File: src/rtl/encoder_4to2_pending_if.sv
// encoder_4to2_pending_if: request inputs and valid/ready index output of the pending encoder
interface encoder_4to2_pending_if #(
  parameter int N = 4,
  parameter int IDX_W = 2
);
  logic en;
  logic [N-1:0] req;
  logic ready;
  logic valid_o;
  logic [IDX_W-1:0] idx_o;
  logic [N-1:0] pending;
  logic ovf;
  modport master (output en, req, ready, input valid_o, idx_o, pending, ovf);
  modport slave (input en, req, ready, output valid_o, idx_o, pending, ovf);
endinterface

File: src/rtl/encoder_4to2_pending.sv
// encoder_4to2_pending: latches request pulses and drains them as indices, lowest index first
module encoder_4to2_pending #(
  parameter int N = 4,
  parameter int IDX_W = 2
) (
  input logic clk,
  input logic rst,
  encoder_4to2_pending_if.slave bus
);
  typedef enum logic {EMPTY, FULL} state_t;
  state_t state, state_next;
  logic [N-1:0] pend, pend_next, take, set;
  logic [IDX_W-1:0] idx, idx_next, hi;
  logic ovf, slot_free, load;
  // req MSB is index 0, so the highest set bit wins
  always_comb begin
    hi = '0;
    for (int b = 0; b < N; b++) if (pend[b]) hi = IDX_W'(b);
  end
  always_comb begin
    slot_free = state == EMPTY || bus.ready;
    load = slot_free && |pend;
    state_next = load ? FULL : slot_free ? EMPTY : state;
    idx_next = IDX_W'(N - 1) - hi;
    take = load ? N'(1) << hi : '0;
    set = {N{bus.en}} & bus.req;
    pend_next = (pend & ~take) | set;
  end
  always_ff @(posedge clk) begin
    if (rst) begin
      state <= EMPTY;
      idx <= '0;
      pend <= '0;
      ovf <= 1'b0;
    end else begin
      state <= state_next;
      if (load) idx <= idx_next;
      pend <= pend_next;
      ovf <= ovf | (|(set & pend & ~take));
    end
  end
  assign bus.valid_o = state == FULL;
  assign bus.idx_o = idx;
  assign bus.pending = pend;
  assign bus.ovf = ovf;
endmodule

File: src/flat_wrapper.sv
// flat-port wrapper written by rule: the top's interface ports become plain ports
module encoder_4to2_pending_flat 
#(
  parameter int N = 4,
  parameter int IDX_W = 2
)
  (clk, rst, bus_en, bus_req, bus_ready, bus_valid_o, bus_idx_o, bus_pending, bus_ovf);
  encoder_4to2_pending_if #(.N(N), .IDX_W(IDX_W)) bus_i ();
  input logic clk;
  input logic rst;
  input wire logic [$bits(bus_i.en)-1:0] bus_en;
  input wire logic [$bits(bus_i.req)-1:0] bus_req;
  input wire logic [$bits(bus_i.ready)-1:0] bus_ready;
  output wire logic [$bits(bus_i.valid_o)-1:0] bus_valid_o;
  output wire logic [$bits(bus_i.idx_o)-1:0] bus_idx_o;
  output wire logic [$bits(bus_i.pending)-1:0] bus_pending;
  output wire logic [$bits(bus_i.ovf)-1:0] bus_ovf;
  assign bus_i.en = bus_en;
  assign bus_i.req = bus_req;
  assign bus_i.ready = bus_ready;
  assign bus_valid_o = bus_i.valid_o;
  assign bus_idx_o = bus_i.idx_o;
  assign bus_pending = bus_i.pending;
  assign bus_ovf = bus_i.ovf;
  encoder_4to2_pending #(.N(N), .IDX_W(IDX_W)) u_core (.clk(clk), .rst(rst), .bus(bus_i));
endmodule
File: config.mk
export PLATFORM = sky130hd
export DESIGN_NAME = encoder_4to2_pending_flat
export DESIGN_NICKNAME = d
export VERILOG_FILES = /design/src/rtl/encoder_4to2_pending_if.sv /design/src/rtl/encoder_4to2_pending.sv /design/src/flat_wrapper.sv
export SDC_FILE = /design/constraint.sdc
export NUM_CORES = 1
export LEC_CHECK = 0
export CAP_MARGIN = 20
export CORE_AREA = 2 2 39 41
export CTS_BUF_LIST = sky130_fd_sc_hd__clkbuf_4 sky130_fd_sc_hd__clkbuf_8 sky130_fd_sc_hd__clkbuf_16
export CTS_CLUSTER_SIZE = 8
export DETAILED_ROUTE_END_ITERATION = 10
export DIE_AREA = 0 0 41 43
export MAX_ROUTING_LAYER = met4
export PLACE_DENSITY_LB_ADDON = 0.25
export SLEW_MARGIN = 20
export SYNTH_ARGS = -nofsm -noshare
export SYNTH_HDL_FRONTEND = slang
export SYNTH_SLANG_ARGS = --single-unit
File: constraint.sdc
create_clock -name clk -period 1.75 [get_ports clk]
set_clock_uncertainty 0.15 [all_clocks]
set_input_delay 0.2625 -clock clk [delete_from_list [all_inputs] [get_ports clk]]
set_output_delay 0.2625 -clock clk [all_outputs]
set_load 0.005 [all_outputs]
# == Yosys cells after proc, flatten, opt, wreduce, memory -nomap -nowiden ==
# Cells that the tools add are included.
# totals
ff_bits,8
latchBits,0
mem_bits_rw,0
rom_bits,0
input_bits,8
out_inout_bits,8
wordCells,25
mem_count,0
# op_classes
addsub,1
multipliers,0
div_mod_pow,0
order_cmp,0
n_eq_ne,0
n_shift,1
mux,6
bitwise_logic,8
n_reduce_logical,5
# ops
operator,count
4-bit AND,4
4-bit OR reduction,2
2-bit two-way mux,2
4-bit two-way mux,1
4-bit NOT,1
4-bit bitwise OR,1
1-bit by 2-bit << shifter with 4-bit output (first input constant),1
1-bit two-way mux,3
2-bit nonzero test,1
2-bit subtractor (first input constant),1
1-bit logical AND,1
1-bit logical OR,1
1-bit NOT,1
1-bit bitwise OR,1

# == Longest topological paths before layout ==
# logic_depth
depth_word,9
depth_mapped,5
mapped_depth_nobuf,4

# == Worst setup path before layout ==
# OpenSTA, ideal clock, no wires.
# synth_timing
path_type,register to register
startpoint,"register u_core.state, in the netlist u_core.bus.valid_o"
endpoint,"register u_core.ovf, in the netlist u_core.bus.ovf"
setup_ns,0.128
t_arrival_ns,1.008
required_time_ns,1.472
slack_ns,0.464
stages_incl_launch_ff,6
n_path_buf,1
period_less_slack_ns,1.286
path_cell_list,dfxtp_1 -> nor2b_4 -> buf_6 -> o311a_1 -> o21ai_1 -> a31oi_1
# synth_via
elab_chain_cells,8
# synth_lines
item,line_no,text
from (decl),encoder_4to2_pending.sv:11,"state_t state, state_next;"
from (signal assigned),encoder_4to2_pending.sv:36,state <= state_next;
1-bit NOT,encoder_4to2_pending.sv:21,slot_free = state == EMPTY || bus.ready;
1-bit logical OR,encoder_4to2_pending.sv:21,
1-bit logical AND,encoder_4to2_pending.sv:22,load = slot_free && |pend;
4-bit two-way mux,encoder_4to2_pending.sv:25,take = load ? N'(1) << hi : '0;
4-bit NOT,encoder_4to2_pending.sv:39,ovf <= ovf | (|(set & pend & ~take));
4-bit AND,encoder_4to2_pending.sv:39,
4-bit OR reduction,encoder_4to2_pending.sv:39,
1-bit bitwise OR,encoder_4to2_pending.sv:39,
to (signal assigned),encoder_4to2_pending.sv:39,
to (decl),encoder_4to2_pending.sv:14,"logic ovf, slot_free, load;"
# No other way between the ends.
# A chain may end at the register's enable or synchronous reset.

# == Worst setup path in the final report ==
# layout_timing
startpoint,"register u_core.pend[1], in the netlist u_core.bus.pending[1]"
endpoint,output bus_pending[1]
# layout_rtl
item,line_no,text
from (decl),encoder_4to2_pending.sv:12,"logic [N-1:0] pend, pend_next, take, set;"
from (signal assigned),encoder_4to2_pending.sv:38,pend <= pend_next;
to (decl),flat_wrapper.sv:16,output wire logic [$bits(bus_i.pending)-1:0] bus_pending;
# No word-level cell between the ends.

==> impl_metrics.toml <==
[min_path]
min_path_type = "reg -> reg"
worst_hold_path.endpoint = "u_core.bus.idx_o[1]"
min_from = "u_core.bus.idx_o[1]"
hold_depth = 2

[clocking]
clock_sinks = 8
root_buffer = "clkbuf_4"
h-tree-depth = 1
cts_hold_buf = 0
ctsResizeCount = 0
clk_pin_slew_ns = 0.05
tritoncts = "yes"
post_cts_buffers = 0
clockBufferDepth = 2
cts_made_buffers = 3
clk_latency_ns = 0.25

[logic_synthesis]
yosysSeqAreaShare_pct = 45.1
synth-seq-cells = 8
netlist_area_um2 = 355
yosysWarnings = 0
synth_cell_type_count = 19
synth_nets = 50
avgSynthCellArea_um2 = 8.46
synthCells = 42

[power_and_ir_drop]
power_uw = 430
p_leak_uw = 0.000212
vdd_drop_max_mv = 0.312
p_comb_share_pct = 19.1
power_density_mw_per_mm2 = 807
pwr-share-clk_pct = 33.0
netSwitchingPower_uw = 107
p_seq_share_pct = 48.0
p_int_uw = 324
swShare_pct = 24.8

[global_route]
grt_use_total_pct = 11.3
grt_pass1_vias = 289
grt_overflow = 0
grt_pass1_wl_um = 1270
grt_max_degree = 11
antenna_found_initial = 0

[critical_path]
cp.arrival_ns = 1.27
critical_path.reg2reg.startpoint = "u_core.bus.valid_o"
crit_type = "reg -> out"
ff2ff_setup_slack_ns = 0.49
cp_num_buf_inv = 1
path_cells = "clkdlybuf4s50_1"
r2r_cells = 4
end_kind = "primary output"
cp_top_family = "buffers and inverters"
critical_path.max_stage_delay_ns = 0.56
critPathLaunchType = "register"
crit_required_ns = 1.34
worstPathMaxFanout = 8
reg2reg_to = "u_core.bus.ovf"
cpMaxStageDelayCell = "clkdlybuf4s50_1"

[floorplanning]
dieArea_mm2 = 0.00176
initial_core_util_pct = 25.7
pin_count = 16
die_w_um = 41
die_h_um = 43
coreArea_mm2 = 0.00138
rows = 14

[route]
drt_iter0_markers = 6
wl_um = 805
viasPerCell = 4.74
drc_errors = 0
antenna_left = 0
routedWlPerCell_um = 10.9
dr.pass1.iters = 4
vias = 351

[sta]
rsz0062_at_grt = "no"
clock.fmax_mhz = 595
whs_ns = 0.348
fin_tns_setup_ns = 0
fin_crit_ns = 1.68
slew_violations = 0
setup_viol = 0
hold_viol_final = 0
slew-limit-headroom_pct = 79.8
tightest_slew_ns = 0.302
finalCritPeriodShare_pct = 96.0

[layout]
stdcell_count = 74
final_layout_size_suffix_gt1_share_pct = 8.62
final_core_util_pct = 38.5
layout_common_cells = "clkdlybuf4s50_1 (15), nor2_1 (11), dfxtp_1 (8)"
area_growth_pct = 50.0
nNetsFinal = 68
n_antenna_cell = 0
mostFrequentLayoutCell = "clkdlybuf4s50_1"

[job]
drv_cap = 0

[placed_design]
portBuffers = 15
place.gp.congestion = 0.720
hpwl_um = 596
dpl.cell_count = 71

[outcome]
status = "finished, final reports clean"
per-stage QoR:
step	setup slack, ns	area, µm²
global route	0.0246	533
floorplan	0.464	355
finish	0.0693	533
CTS	0.0715	533
detailed placement	0.0990	510
global placement	0.101	510
cell families after synthesis:
family | share of synthesized area (%)
AO/OA/AOI/OAI | 26.8
buffers and inverters | 5.28
flip-flops | 45.1
AND/OR/NAND/NOR | 22.9
state kept, by name (all words and copies together) (netlist names):
name,cells
u_core.bus.valid_o,1
u_core.bus.ovf,1
u_core.bus.pending,4
u_core.bus.idx_o,2
worst max-delay path by stage:
stage                               start              to  slack (ns)  cells after the start
floorplan              u_core.bus.valid_o  u_core.bus.ovf        0.46                      5
global placement                bus_ready  u_core.bus.ovf        0.10                      5
detailed placement              bus_ready  u_core.bus.ovf         0.1                      5
CTS                 u_core.bus.pending[1]  bus_pending[1]        0.07                      1
global route        u_core.bus.pending[1]  bus_pending[1]        0.02                      1
finish              u_core.bus.pending[1]  bus_pending[1]        0.07                      1
routing by layer:
metal  global-route usage (%)  vias up  part of all wire (%)
li1                         -      182                     -
met1                     15.9      155                    53
met2                     12.5       12                    40
met3                     3.14        2                   5.0
met4                     10.0        0                   2.1
met5                        -        -                     0
power by group through the flow:
stage | logic (µW) | clock network (µW) | registers (µW)
CTS | 82.9 | 143 | 207
global placement | 82.3 | 0 | 211
finish | 82.0 | 142 | 207
detailed placement | 82.7 | 0 | 210
global route | 90.7 | 153 | 209
floorplan | 36.9 | 0 | 210
area by class of cell:
class / count / area, µm²
Tap cell: 16 / 20.0
Clock buffer: 3 / 22.5
Sequential cell: 8 / 160
Fill cell: 152 / 851
Inverter: 1 / 3.75
Timing Repair Buffer: 15 / 150
Multi-Input combinational cell: 31 / 176
worst reg2reg max path, cell delays in order, from the launching register on:
cell and delay (ns):
dfxtp_1 0.32, nor2b_4 0.25, nand2b_2 0.19, o2111ai_1 0.11, a31oi_1 0.17
synth_stat cells:
| library cell | n | area [µm²] |
|---|---|---|
| a21oi_1 | 3 | 15.0 |
| a22oi_1 | 2 | 15.0 |
| a31oi_1 | 1 | 6.26 |
| a41oi_1 | 1 | 8.76 |
| buf_1 | 1 | 3.75 |
| buf_6 | 1 | 11.3 |
| dfxtp_1 | 8 | 160 |
| inv_1 | 1 | 3.75 |
| nand2_1 | 2 | 7.51 |
| nand2b_2 | 1 | 8.76 |
| nor2_1 | 11 | 41.3 |
| nor2b_4 | 1 | 13.8 |
| nor3_1 | 2 | 10.0 |
| o2111ai_1 | 1 | 8.76 |
| o211a_1 | 1 | 10.0 |
| o21ai_0 | 2 | 10.0 |
| o21ai_1 | 1 | 5.00 |
| o22ai_1 | 1 | 6.26 |
| o311a_1 | 1 | 10.0 |
Power figures use the tool's default switching activity.
